===== config.mk =====
export PLATFORM = sky130hd
export DESIGN_NAME = lu_op_decoder_flat
export DESIGN_NICKNAME = d
export VERILOG_FILES = /design/src/rtl/lu_op_decoder_if.sv /design/src/rtl/lu_op_decoder.sv /design/src/flat_wrapper.sv
export SDC_FILE = /design/constraint.sdc
export NUM_CORES = 1
export LEC_CHECK = 0
export CORE_AREA = 2 2 54 56
export CTS_CLUSTER_DIAMETER = 40
export DETAILED_ROUTE_END_ITERATION = 10
export DIE_AREA = 0 0 56 58
export PLACE_DENSITY_LB_ADDON = 0.15
export SYNTH_ARGS = -nofsm -noshare
export SYNTH_HDL_FRONTEND = slang
export SYNTH_SLANG_ARGS = --single-unit

===== constraint.sdc =====
create_clock -name clk -period 3.3 [get_ports clk]
set_clock_uncertainty 0.15 [all_clocks]
set_input_delay 0.99 -clock clk [delete_from_list [all_inputs] [get_ports clk]]
set_output_delay 0.99 -clock clk [all_outputs]
set_load 0.01 [all_outputs]

===== src/rtl/lu_op_decoder_if.sv =====
// lu_op_decoder_if: sample stream, result stream and status signals of lu_op_decoder
interface lu_op_decoder_if;
  logic       start, in_valid, in_ready, in_a, in_b, in_s;
  logic       out_valid, out_ready, out_match, busy;
  logic [2:0] out_op;
  logic [3:0] out_tt;
  logic [1:0] out_err;
  modport master (
    output start, in_valid, in_a, in_b, in_s, out_ready,
    input  in_ready, out_valid, out_op, out_tt, out_match, out_err, busy
  );
  modport slave (
    input  start, in_valid, in_a, in_b, in_s, out_ready,
    output in_ready, out_valid, out_op, out_tt, out_match, out_err, busy
  );
endinterface


===== src/rtl/lu_op_decoder.sv =====
// lu_op_decoder: rebuilds the logic-unit truth table from observed samples and decodes its select code.
// Optional macro LU_DEC_CONFLICT_EN: a contradicting repeat sample ends the decode with a conflict error.
module lu_op_decoder #(
  parameter int TIMEOUT_CYCLES = 16,
  parameter int TW             = 5
) (
  input logic             clk,
  input logic             rst_n,
  lu_op_decoder_if.slave  io_bus
);
  typedef enum logic [1:0] {IDLE, COLLECT, RESULT} state_t;
  localparam logic [TW-1:0] TO_LAST = TW'(TIMEOUT_CYCLES - 1);
  state_t        r_state, w_state_nx;
  logic [3:0]    r_seen, r_tt, w_seen_nx, w_tt_nx;
  logic [3:0]    w_mask, w_seen_acc, w_tt_acc, w_ld_tt;
  logic [TW-1:0] r_timer, w_timer_nx;
  logic [2:0]    r_op, w_dec_op;
  logic [3:0]    r_out_tt;
  logic          r_match;
  logic [1:0]    r_err, w_ld_err, w_idx;
  logic          w_acc, w_conf, w_to, w_load;
  assign w_idx      = {io_bus.in_a, io_bus.in_b};
  assign w_mask     = 4'b0001 << w_idx;
  assign w_acc      = (r_state == COLLECT) & io_bus.in_valid & ~io_bus.start;
  assign w_seen_acc = w_acc ? (r_seen | w_mask) : r_seen;
  assign w_tt_acc   = w_acc ? ((r_tt & ~w_mask) | ({4{io_bus.in_s}} & w_mask)) : r_tt;
  assign w_to       = (TIMEOUT_CYCLES != 0) && (r_timer == TO_LAST);
`ifdef LU_DEC_CONFLICT_EN
  assign w_conf = w_acc & r_seen[w_idx] & (r_tt[w_idx] != io_bus.in_s);
`else
  assign w_conf = 1'b0;
`endif
  always_comb begin
    case (w_ld_tt)
      4'b0011: w_dec_op = 3'b000;
      4'b1000: w_dec_op = 3'b001;
      4'b0111: w_dec_op = 3'b010;
      4'b0110: w_dec_op = 3'b011;
      4'b1001: w_dec_op = 3'b100;
      4'b1110: w_dec_op = 3'b101;
      4'b0001: w_dec_op = 3'b110;
      default: w_dec_op = 3'b111;
    endcase
  end
  // Priority inside COLLECT: conflict, then completion, then timeout; start overrides all.
  always_comb begin
    w_state_nx = r_state;
    w_seen_nx  = r_seen;
    w_tt_nx    = r_tt;
    w_timer_nx = r_timer;
    w_load     = 1'b0;
    w_ld_tt    = w_tt_acc;
    w_ld_err   = 2'b00;
    case (r_state)
      IDLE: w_state_nx = IDLE;
      COLLECT: begin
        w_seen_nx  = w_seen_acc;
        w_tt_nx    = w_tt_acc;
        w_timer_nx = r_timer + 1'b1;
        if (w_conf) begin
          w_state_nx = RESULT;
          w_load     = 1'b1;
          w_ld_tt    = r_tt;
          w_ld_err   = 2'b01;
        end else if (w_seen_acc == 4'hF) begin
          w_state_nx = RESULT;
          w_load     = 1'b1;
        end else if (w_to) begin
          w_state_nx = RESULT;
          w_load     = 1'b1;
          w_ld_err   = 2'b10;
        end
      end
      RESULT: w_state_nx = io_bus.out_ready ? IDLE : RESULT;
      default: w_state_nx = IDLE;
    endcase
    if (io_bus.start && (r_state != RESULT || io_bus.out_ready)) begin
      w_state_nx = COLLECT;
      w_seen_nx  = '0;
      w_tt_nx    = '0;
      w_timer_nx = '0;
      w_load     = 1'b0;
    end
  end
  always_ff @(posedge clk or negedge rst_n) begin
    if (!rst_n) begin
      r_state  <= IDLE;
      r_seen   <= '0;
      r_tt     <= '0;
      r_timer  <= '0;
      r_op     <= '0;
      r_out_tt <= '0;
      r_match  <= 1'b0;
      r_err    <= '0;
    end else begin
      r_state <= w_state_nx;
      r_seen  <= w_seen_nx;
      r_tt    <= w_tt_nx;
      r_timer <= w_timer_nx;
      if (w_load) begin
        r_op     <= (w_ld_err != 2'b00) ? 3'b111 : w_dec_op;
        r_out_tt <= w_ld_tt;
        r_match  <= (w_ld_err == 2'b00) && (w_dec_op != 3'b111);
        r_err    <= w_ld_err;
      end
    end
  end
  assign io_bus.in_ready  = (r_state == COLLECT);
  assign io_bus.out_valid = (r_state == RESULT);
  assign io_bus.busy      = (r_state != IDLE);
  assign io_bus.out_op    = r_op;
  assign io_bus.out_tt    = r_out_tt;
  assign io_bus.out_match = r_match;
  assign io_bus.out_err   = r_err;
endmodule


===== src/flat_wrapper.sv =====
// flat-port wrapper written by rule: the top's interface ports become plain ports
module lu_op_decoder_flat 
#(
  parameter int TIMEOUT_CYCLES = 16,
  parameter int TW             = 5
)
  (clk, rst_n, io_bus_start, io_bus_in_valid, io_bus_in_a, io_bus_in_b, io_bus_in_s, io_bus_out_ready, io_bus_in_ready, io_bus_out_valid, io_bus_out_op, io_bus_out_tt, io_bus_out_match, io_bus_out_err, io_bus_busy);
  lu_op_decoder_if io_bus_i ();
  input logic clk;
  input logic rst_n;
  input wire logic [$bits(io_bus_i.start)-1:0] io_bus_start;
  input wire logic [$bits(io_bus_i.in_valid)-1:0] io_bus_in_valid;
  input wire logic [$bits(io_bus_i.in_a)-1:0] io_bus_in_a;
  input wire logic [$bits(io_bus_i.in_b)-1:0] io_bus_in_b;
  input wire logic [$bits(io_bus_i.in_s)-1:0] io_bus_in_s;
  input wire logic [$bits(io_bus_i.out_ready)-1:0] io_bus_out_ready;
  output wire logic [$bits(io_bus_i.in_ready)-1:0] io_bus_in_ready;
  output wire logic [$bits(io_bus_i.out_valid)-1:0] io_bus_out_valid;
  output wire logic [$bits(io_bus_i.out_op)-1:0] io_bus_out_op;
  output wire logic [$bits(io_bus_i.out_tt)-1:0] io_bus_out_tt;
  output wire logic [$bits(io_bus_i.out_match)-1:0] io_bus_out_match;
  output wire logic [$bits(io_bus_i.out_err)-1:0] io_bus_out_err;
  output wire logic [$bits(io_bus_i.busy)-1:0] io_bus_busy;
  assign io_bus_i.start = io_bus_start;
  assign io_bus_i.in_valid = io_bus_in_valid;
  assign io_bus_i.in_a = io_bus_in_a;
  assign io_bus_i.in_b = io_bus_in_b;
  assign io_bus_i.in_s = io_bus_in_s;
  assign io_bus_i.out_ready = io_bus_out_ready;
  assign io_bus_in_ready = io_bus_i.in_ready;
  assign io_bus_out_valid = io_bus_i.out_valid;
  assign io_bus_out_op = io_bus_i.out_op;
  assign io_bus_out_tt = io_bus_i.out_tt;
  assign io_bus_out_match = io_bus_i.out_match;
  assign io_bus_out_err = io_bus_i.out_err;
  assign io_bus_busy = io_bus_i.busy;
  lu_op_decoder #(.TIMEOUT_CYCLES(TIMEOUT_CYCLES), .TW(TW)) u_core (.clk(clk), .rst_n(rst_n), .io_bus(io_bus_i));
endmodule

==> impl_results.md <==
- Critical path data required time: 2160 ps
- Mean instance size in the synthesized netlist: 9.89 um2
- Synthesized netlist cell count: 132
- Post-synthesis simple-gate area fraction: 19.4%
- Maximum vdd ir drop: 0.440 mV
- Remaining antenna violation count: 0
- Number of hold violations in the final report: 0
- Number of input and output port buffers inserted: 19
- Final RePlAce weighted congestion: 0.822
- Final-layout setup total negative slack: 0 ps
- Family with the most delay on the worst path: buffers and inverters
- Pins over their slew limit: 0
- Routed wire per std cell: 14.7 um
- Power per Cell Area: 549 mW/mm2
- Highest net fanout along the worst path: 14
- Sequential share of power: 41.1%
- Highest-delay cell along the critical path: sky130_fd_sc_hd__clkdlybuf4s50_1
- Area inside the core boundary: 0.00266 mm2
- Total wire length: 2.71 mm
- Post-CTS sizing: 0
- Aggregate global routing overflow: 0
- Hold crit path type: reg2reg
- DIE HEIGHT: 58 um
- WP buf/inv: 2
- RSZ-0062 raised after global routing: no
- Number of placed instances, taps included: 181
- Hold buffer count at cts: 0
- Global-route usage over all layers: 17.8%
- HPWL after detailed placement: 2.09 mm
- Area of the multi-input gates: 638 um2
- Total power: 876 uW
- Endpoints failing setup: 0
- Iteration-0 DRC Markers: 41
- Arrival time of the worst setup path: 1960 ps
- Reported leakage power: 0.000728 uW
- Maximum clock rate: 323 MHz
- Final Core Density: 59.9%
- Worst-path cell chain: inv_1 > ha_1 > clkdlybuf4s50_1
- Launching element type of the critical path: register
- Number of global-route vias before repair: 1007
- Die Width: 56 um
- Number of flops mapped to enable cells by yosys: 0
- Filler cells: 240
- Mux contribution to synthesized area: 4.99%
- Minimum clock period after layout: 3100 ps
- Post-layout instance count excluding filler cells: 185
- Most used flip-flop cell after synthesis: sky130_fd_sc_hd__dfrtp_1
- Pin count of the biggest net entering global routing: 25
- Global-route wire length before repair: 4.56 mm
- Root buf cell: sky130_fd_sc_hd__clkbuf_4
- Clk_lat worst skew: 310 ps
- Number of buffers on the longest clock path: 2
- Setup repair bufs after CTS: 0
- Net count after synthesis: 145
- Nets@finish: 168
- Vias per cell: 5.56
- Antenna violations before repair: 0
- CTS sink cnt: 24
- Adder-cell share of the synthesized area: 4.79%
- Sequential share of the synthesized area: 46.0%
- Routed via count: 1029
- TritonCTS buffer count: 3
- XOR/XNOR share of the synthesized area: 2.01%
- Gate power share: 34.9%
- Floorplan die area: 0.00325 mm2
- Clk slew on worst S/H paths: 130 ps
- Compound-cell area share of the yosys netlist: 17.4%
- Ant. Diodes: 0
- Max-cap violations: 0
- Async set or reset register ratio after synthesis: 100%
- Boundary Pins: 21
- Cell row count: 19
- Unique cell type count in the Yosys netlist: 42
- Synthesized area: 0.00131 mm2
- Crit-path max cell delay: 640 ps
- Result of the run: finished clean
- Relative max-transition margin: 64.8%
- Slew @ Worst Pin: 528 ps
- Ratio of cells with drive above 1 in the final layout: 9.09%
- Type of destination of the critical path: primary output
- Net switching component of the power: 292 uW
- Count of warnings emitted by yosys: 0
- Area growth syn-to-layout: 22.2%
- CTS tree: yes
- Fraction of power spent switching nets: 33.3%
- Starting utilization of the core area: 49.0%
- Main combinational cell family by area after synthesis: simple AND/OR/NAND/NOR gates
- Yosys reg bits: 24
- Cell Int Power: 584 uW
- DRC viols: 0
- Number of optimization iterations in the first detailed-route pass: 4
- Htree depth: 1
- Combined flip-flop and latch cell area: 601 um2
- Critical path start-end classification: reg2out
- Period utilization: 93.9%
- Clock share of power: 24.0%
routing by layer:
metal | up-vias | track usage (%) | routed length (um)
li1 | 512 | - | -
met1 | 496 | 26.6 | 1350
met2 | 21 | 28.2 | 1260
met3 | 0 | 2.68 | 103
met4 | 0 | 3.06 | 0
met5 | - | 0 | 0
worst paths after layout:
kind,start,depth (start not counted),slack [ps],endpoint
min in group asynchronous,rst_n,2,850,u_core.io_bus.out_err[1]
max in group asynchronous,rst_n,2,1910,u_core.r_seen[3]
max,u_core.r_state[1],3,200,io_bus_in_ready
max reg2reg,u_core.r_state[1],8,500,u_core.io_bus.out_tt[3]
min,u_core.r_seen[3],2,370,u_core.r_seen[3]
min reg2reg,u_core.r_seen[3],2,370,u_core.r_seen[3]
flip-flops by register name, summed over array words and instances (netlist names):
register and count:
u_core.io_bus.out_err 1, u_core.io_bus.out_match 1, u_core.io_bus.out_op 3, u_core.io_bus.out_tt 4, u_core.r_seen 4, u_core.r_state 2
u_core.r_timer 5, u_core.r_tt 4
tightest hold or removal path, stage by stage (launching register included):
cell and delay [ps]:
sky130_fd_sc_hd__dfrtp_1 340, sky130_fd_sc_hd__a21oi_1 60, sky130_fd_sc_hd__nor2_1 80
final cells by class:
cell class / instances / share of cell area (%)
multi-input cells: 92 / 40.0
clock buffers: 3 / 1.41
repair buffers: 24 / 14.3
flip-flops and latches: 24 / 37.6
well taps: 31 / 2.43
inverters: 10 / 2.35
clock inverters: 1 / 1.88
cell families after synthesis:
group | count (synthesis)
simple gates | 45
compound gates | 32
flops | 24
buf+inv | 16
mux | 6
fa+ha+maj | 5
xor+xnor | 3
other cells | 1
synth_stat cells, drive strengths merged, types with 2 or more instances:
| cell type | count | area share (%) |
|---|---|---|
| buf | 3 | 1.3 |
| o21ai | 4 | 1.5 |
| ha | 5 | 4.8 |
| a2bb2oi | 2 | 1.3 |
| and3 | 5 | 2.4 |
| o31ai | 3 | 1.7 |
| a211oi | 2 | 1.2 |
| o211ai | 2 | 1.2 |
| clkbuf | 3 | 0.86 |
| dfrtp | 24 | 46 |
| nand2 | 2 | 0.58 |
| nand3 | 5 | 1.9 |
| nand4 | 2 | 0.96 |
| nand2b | 2 | 0.96 |
| a21oi | 8 | 3.1 |
| inv | 10 | 2.9 |
| a21boi | 3 | 1.7 |
| nor2 | 18 | 5.2 |
| xor2 | 2 | 1.3 |
| mux2i | 5 | 3.8 |
| and2 | 4 | 1.9 |
power by group through the flow:
stage / combinational, uW / clock, uW / sequential, uW
5_1_grt: 342 / 228 / 365
3_3_place_gp: 298 / 0 / 362
3_5_place_dp: 304 / 0 / 364
4_1_cts: 307 / 214 / 358
2_1_floorplan: 209 / 0 / 359
6_report: 306 / 210 / 360
per-stage QoR:
step           hold WS, ps  instance area, um2  setup WS, ps
3_3_place_gp           333                1540           122
2_1_floorplan          318                1310           589
4_1_cts                370                1600           204
6_report               369                1600           203
3_5_place_dp           340                1540          53.1
5_1_grt                406                1600          92.3
layout by cell type, fill, tap and decap left out, drive strengths merged, types with 2 or more instances in the layout:
master / instances
nand3: 5
inv: 10
buf: 5
nor2: 18
and2: 4
a211oi: 2
o21ai: 4
a2bb2oi: 2
o31ai: 3
and3: 5
nand2: 2
xor2: 2
dfrtp: 24
mux2i: 5
nand4: 2
ha: 5
a21boi: 3
o211ai: 2
a21oi: 8
clkdlybuf4s50: 19
nand2b: 2
clkbuf: 3
Note: power is estimated with default switching activity, not from simulation.
